File: src/rtl/lowpass_invert_if.sv
// -----------------------------------------------------------------------------
// lowpass_invert_if
// Sample-stream bundle for lowpass_invert.
//   clear     : synchronous restart request (master -> slave)
//   en        : input-sample strobe         (master -> slave)
//   x         : low-pass output sample      (master -> slave)
//   u         : reconstructed sample        (slave -> master)
//   u_valid   : one-cycle strobe for new u  (slave -> master)
//   sat       : u was clipped               (slave -> master)
//   primed    : previous sample is held     (slave -> master)
//   sat_count : saturation event counter    (slave -> master)
// -----------------------------------------------------------------------------
`timescale 1ns/1ps
interface lowpass_invert_if #(
   parameter int WIDTH = 30
);
   logic                    clear;
   logic                    en;
   logic signed [WIDTH-1:0] x;
   logic signed [WIDTH-1:0] u;
   logic                    u_valid;
   logic                    sat;
   logic                    primed;
   logic [15:0]             sat_count;

   modport master (
      output clear, en, x,
      input  u, u_valid, sat, primed, sat_count
   );

   modport slave (
      input  clear, en, x,
      output u, u_valid, sat, primed, sat_count
   );
endinterface

File: src/rtl/lowpass_invert.sv
// -----------------------------------------------------------------------------
// lowpass_invert
// Streaming inverse of a first-order low-pass with pole 1 - 2^-L2_ALPHA:
//   u[n] = x[n-1] + 2^L2_ALPHA * (x[n] - x[n-1]), clipped to WIDTH bits.
// Two-stage pipeline (difference, then scale/add/saturate) behind a
// two-state priming FSM (EMPTY -> RUN).
//
// Ports:
//   clk   : rising-edge clock
//   rst_n : asynchronous active-low reset
//   bus   : lowpass_invert_if.slave (clear, en, x in; u, u_valid, sat,
//           primed, sat_count out)
//
// Build option:
//   LOWPASS_INVERT_SATCOUNT_EN : when defined, sat_count is a saturating
//   16-bit count of clipped outputs (cleared by reset only); otherwise it
//   is tied to zero.
// -----------------------------------------------------------------------------
`timescale 1ns/1ps
module lowpass_invert #(
   parameter int WIDTH    = 30,
   parameter int L2_ALPHA = 16
) (
   input  logic            clk,
   input  logic            rst_n,
   lowpass_invert_if.slave bus
);

   // Wide enough for the shifted (WIDTH+1)-bit difference plus x_prev.
   localparam int TW = WIDTH + L2_ALPHA + 2;

   typedef enum logic {
      ST_EMPTY = 1'b0,
      ST_RUN   = 1'b1
   } state_t;

   state_t                  r_state;
   state_t                  w_state_nxt;
   logic                    w_run_accept;

   logic signed [WIDTH-1:0] r_x_prev;
   logic signed [WIDTH:0]   r_d_p1;
   logic signed [WIDTH-1:0] r_xb_p1;
   logic                    r_vld_p1;

   logic signed [TW-1:0]    w_d_ext;
   logic signed [TW-1:0]    w_xb_ext;
   logic signed [TW-1:0]    w_t;
   logic                    w_fire_p2;

   logic signed [WIDTH-1:0] r_u_p2;
   logic                    r_sat_p2;
   logic                    r_vld_p2;

   // In range iff every bit from the sign of the WIDTH-bit result upward
   // agrees; anything else cannot be represented in WIDTH bits.
   function automatic logic is_ovf(input logic signed [TW-1:0] t);
      logic [TW-WIDTH:0] top;
      top = t[TW-1:WIDTH-1];
      return !((&top) || !(|top));
   endfunction

   function automatic logic signed [WIDTH-1:0] clip(input logic signed [TW-1:0] t);
      logic signed [WIDTH-1:0] res;
      if (is_ovf(t)) begin
         res = t[TW-1] ? {1'b1, {(WIDTH-1){1'b0}}} : {1'b0, {(WIDTH-1){1'b1}}};
      end else begin
         res = t[WIDTH-1:0];
      end
      return res;
   endfunction

   // Clear is applied before the sample: en with clear re-primes.
   always_comb begin
      w_state_nxt  = r_state;
      w_run_accept = 1'b0;
      if (bus.clear) begin
         w_state_nxt = ST_EMPTY;
      end
      if (bus.en) begin
         w_state_nxt  = ST_RUN;
         w_run_accept = (r_state == ST_RUN) && !bus.clear;
      end
   end

   always_ff @(posedge clk or negedge rst_n) begin
      if (!rst_n) begin
         r_state <= ST_EMPTY;
      end else begin
         r_state <= w_state_nxt;
      end
   end

   // ---- stage 1: exact difference against the held previous sample ----
   always_ff @(posedge clk or negedge rst_n) begin
      if (!rst_n) begin
         r_x_prev <= '0;
         r_vld_p1 <= 1'b0;
      end else begin
         r_vld_p1 <= w_run_accept;
         if (bus.en) begin
            r_x_prev <= bus.x;
         end
      end
   end

   always_ff @(posedge clk) begin
      if (w_run_accept) begin
         r_d_p1  <= $signed({bus.x[WIDTH-1], bus.x}) - $signed({r_x_prev[WIDTH-1], r_x_prev});
         r_xb_p1 <= r_x_prev;
      end
   end

   // ---- stage 2: scale, add, saturate ----
   assign w_d_ext   = {{(TW-WIDTH-1){r_d_p1[WIDTH]}}, r_d_p1};
   assign w_xb_ext  = {{(TW-WIDTH){r_xb_p1[WIDTH-1]}}, r_xb_p1};
   assign w_t       = (w_d_ext <<< L2_ALPHA) + w_xb_ext;
   // clear also kills a result already sitting in stage 1.
   assign w_fire_p2 = r_vld_p1 && !bus.clear;

   always_ff @(posedge clk or negedge rst_n) begin
      if (!rst_n) begin
         r_u_p2   <= '0;
         r_sat_p2 <= 1'b0;
         r_vld_p2 <= 1'b0;
      end else begin
         r_vld_p2 <= w_fire_p2;
         if (w_fire_p2) begin
            r_u_p2   <= clip(w_t);
            r_sat_p2 <= is_ovf(w_t);
         end
      end
   end

`ifdef LOWPASS_INVERT_SATCOUNT_EN
   logic [15:0] r_sat_cnt;

   always_ff @(posedge clk or negedge rst_n) begin
      if (!rst_n) begin
         r_sat_cnt <= '0;
      end else if (w_fire_p2 && is_ovf(w_t) && (r_sat_cnt != 16'hFFFF)) begin
         r_sat_cnt <= r_sat_cnt + 16'd1;
      end
   end

   assign bus.sat_count = r_sat_cnt;
`else
   assign bus.sat_count = 16'd0;
`endif

   assign bus.u       = r_u_p2;
   assign bus.u_valid = r_vld_p2;
   assign bus.sat     = r_sat_p2;
   assign bus.primed  = (r_state == ST_RUN);

endmodule

File: src/flat_wrapper.sv
// flat-port wrapper written by rule: the top's interface ports become plain ports
module lowpass_invert_flat 
#(
   parameter int WIDTH    = 30,
   parameter int L2_ALPHA = 16
)
  (clk, rst_n, bus_clear, bus_en, bus_x, bus_u, bus_u_valid, bus_sat, bus_primed, bus_sat_count);
  lowpass_invert_if #(.WIDTH(WIDTH)) bus_i ();
  input  logic clk;
  input  logic rst_n;
  input wire logic [$bits(bus_i.clear)-1:0] bus_clear;
  input wire logic [$bits(bus_i.en)-1:0] bus_en;
  input wire logic [$bits(bus_i.x)-1:0] bus_x;
  output wire logic [$bits(bus_i.u)-1:0] bus_u;
  output wire logic [$bits(bus_i.u_valid)-1:0] bus_u_valid;
  output wire logic [$bits(bus_i.sat)-1:0] bus_sat;
  output wire logic [$bits(bus_i.primed)-1:0] bus_primed;
  output wire logic [$bits(bus_i.sat_count)-1:0] bus_sat_count;
  assign bus_i.clear = bus_clear;
  assign bus_i.en = bus_en;
  assign bus_i.x = bus_x;
  assign bus_u = bus_i.u;
  assign bus_u_valid = bus_i.u_valid;
  assign bus_sat = bus_i.sat;
  assign bus_primed = bus_i.primed;
  assign bus_sat_count = bus_i.sat_count;
  lowpass_invert #(.WIDTH(WIDTH), .L2_ALPHA(L2_ALPHA)) u_core (.clk(clk), .rst_n(rst_n), .bus(bus_i));
endmodule
File: config.mk
export PLATFORM = sky130hd
export DESIGN_NAME = lowpass_invert_flat
export DESIGN_NICKNAME = d
export VERILOG_FILES = /design/src/rtl/lowpass_invert_if.sv /design/src/rtl/lowpass_invert.sv /design/src/flat_wrapper.sv
export SDC_FILE = /design/constraint.sdc
export NUM_CORES = 1
export LEC_CHECK = 0
export CAP_MARGIN = 20
export CELL_PAD_IN_SITES_DETAIL_PLACEMENT = 2
export CELL_PAD_IN_SITES_GLOBAL_PLACEMENT = 2
export CORE_UTILIZATION = 29
export CTS_BUF_LIST = sky130_fd_sc_hd__clkbuf_8
export DETAILED_ROUTE_END_ITERATION = 8
export DONT_BUFFER_PORTS = 1
export PLACE_DENSITY_LB_ADDON = 0.12
export SKIP_CTS_REPAIR_TIMING = 1
export SLEW_MARGIN = 10
export SYNTH_ARGS = -nofsm -noshare
export SYNTH_HDL_FRONTEND = slang
export SYNTH_SLANG_ARGS = --single-unit
File: constraint.sdc
create_clock -name clk -period 7.5 [get_ports clk]
set_clock_uncertainty 0.2 [all_clocks]
set_input_delay 0.75 -clock clk [delete_from_list [all_inputs] [get_ports clk]]
set_output_delay 0.75 -clock clk [all_outputs]
set_load 0.01 [all_outputs]
==> qor.txt <==
vias in the first global route -> 6476
Final Hold Fails -> 0
outcome -> finished clean
simple-gate area share of the yosys netlist -> 13.5%
worst-path maximum fanout -> 18
# diodes -> 0
row cnt -> 60
XOR/XNOR Fraction of Synth Area -> 5.63%
slowest stage delay, CP -> 0.97 ns
Synth warnings -> 0
clk sink count -> 125
drc violations -> 0
register area share after synthesis -> 43.3%
post-DP HPWL -> 18.5 mm
DR vias/cell -> 5.14
Filler Cell Count -> 2971
synthesis-stage register bit count -> 125
Root Driver -> clkbuf_8
Initial Utilization -> 29.5%
largest net degree at the start of global routing -> 65
Synth async-reset ratio -> 51.2%
top_reg_cell synth -> dfrtp_1
max-cap violations -> 0
Adder-Cell Fraction of Synth Area -> 10.1%
total wire length -> 23.7 mm
post-route ant nets -> 0
Reg area -> 3430 sq um
final setup vio count -> 0
critical path startpoint category -> flop
critical path cell sequence -> ha_1, a21oi_2, a21boi_1, a311oi_1, a21bo_2, a21boi_1, xnor2_1, and3_1, nand4b_1, or4_1, a211oi_1, a211oi_1
I/O Buffers -> 0
1st-iter DRT viols -> 222
Crit path arrival time -> 5.20 ns
Max Slew Vio Count -> 0
Core Region -> 26900 sq um
largest family of logic cells by synthesized area -> compound AO/OA/AOI/OAI gates
Compound-Gate Fraction of Synth Area -> 21.5%
Slew @ Worst Pin -> 1.03 ns
Post-synth EDFFs -> 61
DR WL/cell -> 20.8 um
headroom to the max-slew limit -> 31.4%
Overflow after GRT -> 0
Reg2Reg Setup Slack -> 2.37 ns
Setup Total Neg Slack -> 0 ns
IO Pins -> 83
Die W -> 167 um
Inserted Clock Buffers -> 17
synthesized instance count -> 790
post-route minimum period -> 5.13 ns
Area Growth Syn to Fin -> 8.93%
mux contribution to synthesized area -> 0.268%
Critical Path RT -> 7.57 ns
clk slew on worst S/H paths -> 0.09 ns
crit-path leading delay family -> compound AO/OA/AOI/OAI gates
IR drop worst, VDD -> 0.0812 mV
commonest non-fill, non-tap cell in the layout -> nand2_1
Slowest-stage cell, CP -> or4_1
vias -> 5870
CP Capture Type -> flop
Design Area, Final -> 8640 sq um
post-synth cell types -> 69
Max clock buf depth -> 2
CTS tree -> yes
WS Path Type -> flop to flop
H-tree depth -> 4
mapped cell area -> 7930 sq um
RSZ-0062 raised after global routing -> false
Leak -> 3.48 nW
layout cell share with drive strength beyond 1 -> 9.73%
first-pass GRT wire length -> 37.9 mm
min-delay worst type -> input pin to flop
Layout Nets -> 886
pwr/cell area -> 228 nW/um^2
fmax -> 195 MHz
worst-skew pair later-pin latency -> 0.45 ns
GRT Util Overall -> 17.8%
Die H -> 167 um
Detailed Routing Iterations Pass 1 -> 4
routability congestion estimate -> 0.844
CP bufs+invs -> 0
initial antenna violation count -> 1
DIE AREA -> 28000 sq um
most frequent cells in the layout -> nand2_1, dfrtp_1, ha_1, edfxtp_1, nor2_1
Tcrit/Tclk final -> 68.4%
Placement Cell Area -> 8220 sq um
Avg Inst Size Synth -> 10.0 sq um
area of the multi-input gates -> 4130 sq um
-- worst reg2reg max path: cells and delay by family (launching register included) --
| family | cells | cell delay [ns] |
|---|---|---|
| AO/OA/AOI/OAI | 7 | 1.90 |
| XOR/XNOR | 1 | 0.19 |
| adder cells (fa/ha/maj) | 1 | 0.47 |
| flip-flops | 1 | 0.88 |
| AND/OR/NAND/NOR | 3 | 1.32 |
-- per-layer routing --
layer,global-route usage (%),share of wire (%),vias to the layer above
met5,0,0,-
met4,5.54,1.3,0
met3,2.91,4.0,18
met2,29.4,48,90
met1,23.6,47,2916
li1,-,-,2846
-- flip-flops by register name, indices dropped and copies added, names as in the netlist --
name,flops
u_core.bus.u,30
u_core.bus.sat,1
u_core.bus.u_valid,1
u_core.r_d_p1,31
u_core.bus.primed,1
u_core.r_xb_p1,30
u_core.r_x_prev,30
u_core.r_vld_p1,1
-- area by class of cell --
class / count / share of cell area [%]
Tap cell: 341 / 4.94
Clock buffer: 17 / 2.71
Timing Repair Buffer: 7 / 0.956
Inverter: 53 / 2.30
Clock inverter: 15 / 1.59
Multi-Input combinational cell: 585 / 47.8
Sequential cell: 125 / 39.7
-- cells by family (layout without fill, tap and decap cells) --
logic type / count (synthesis) / in the layout
compound gates: 233 / 233
xor+xnor: 51 / 51
fa+ha+maj: 63 / 63
buf+inv: 95 / 92
flops: 125 / 125
mux: 2 / 2
other cells: 1 / 16
simple gates: 220 / 220
-- per-stage QoR --
| step | power [mW] | cells | hold slack [ns] | setup slack, ns | util, % |
|---|---|---|---|---|---|
| after CTS | 2.00 | 1140 | -0.256 | 2.35 | 32.0 |
| after global routing | 2.09 | 1143 | 0.145 | 2.04 | 32.2 |
| after floorplan | 1.27 | 805 | 0.225 | 3.55 | - |
| after detailed placement | 1.41 | 1108 | 0.233 | 2.40 | 30.6 |
| after global placement | 1.39 | 1108 | 0.231 | 2.48 | 30.6 |
| final | 1.97 | 1143 | 0.187 | 2.37 | 32.2 |
-- cell usage after synthesis, types with 17 or more instances --
master	n	area, sq um
a21o_1	25	188
xor2_1	17	149
o21ai_0	45	225
edfxtp_1	61	1830
nand2_1	73	274
a211oi_1	20	150
a21oi_1	44	220
nor2_1	55	206
dfrtp_1	64	1600
buf_4	17	128
ha_1	61	763
inv_1	53	199
xnor2_1	34	298
a211oi_2	19	238
-- where the power goes --
part / switching [mW] / internal (mW) / leakage (nW)
combinational: 0.306 / 0.205 / 1.98
clock: 0.305 / 0.267 / 0.182
sequential: 0.0732 / 0.814 / 1.32
-- final timing paths --
path / start / endpoint / depth (start not counted)
max: u_core.r_xb_p1[29]$_DFFE_PP_ / u_core.bus.u[1]$_DFFE_PN0P_ / 12
max reg2reg: u_core.r_xb_p1[29]$_DFFE_PP_ / u_core.bus.u[1]$_DFFE_PN0P_ / 12
min: bus_en / u_core.r_x_prev[27]$_DFFE_PN0P_ / 1
min reg2reg: u_core.r_x_prev[18]$_DFFE_PN0P_ / u_core.r_xb_p1[18]$_DFFE_PP_ / 0
min in group asynchronous: rst_n / u_core.r_x_prev[25]$_DFFE_PN0P_ / 2
max in group asynchronous: rst_n / u_core.bus.u[27]$_DFFE_PN0P_ / 2
No activity file was read; power rests on OpenSTA's default activity.
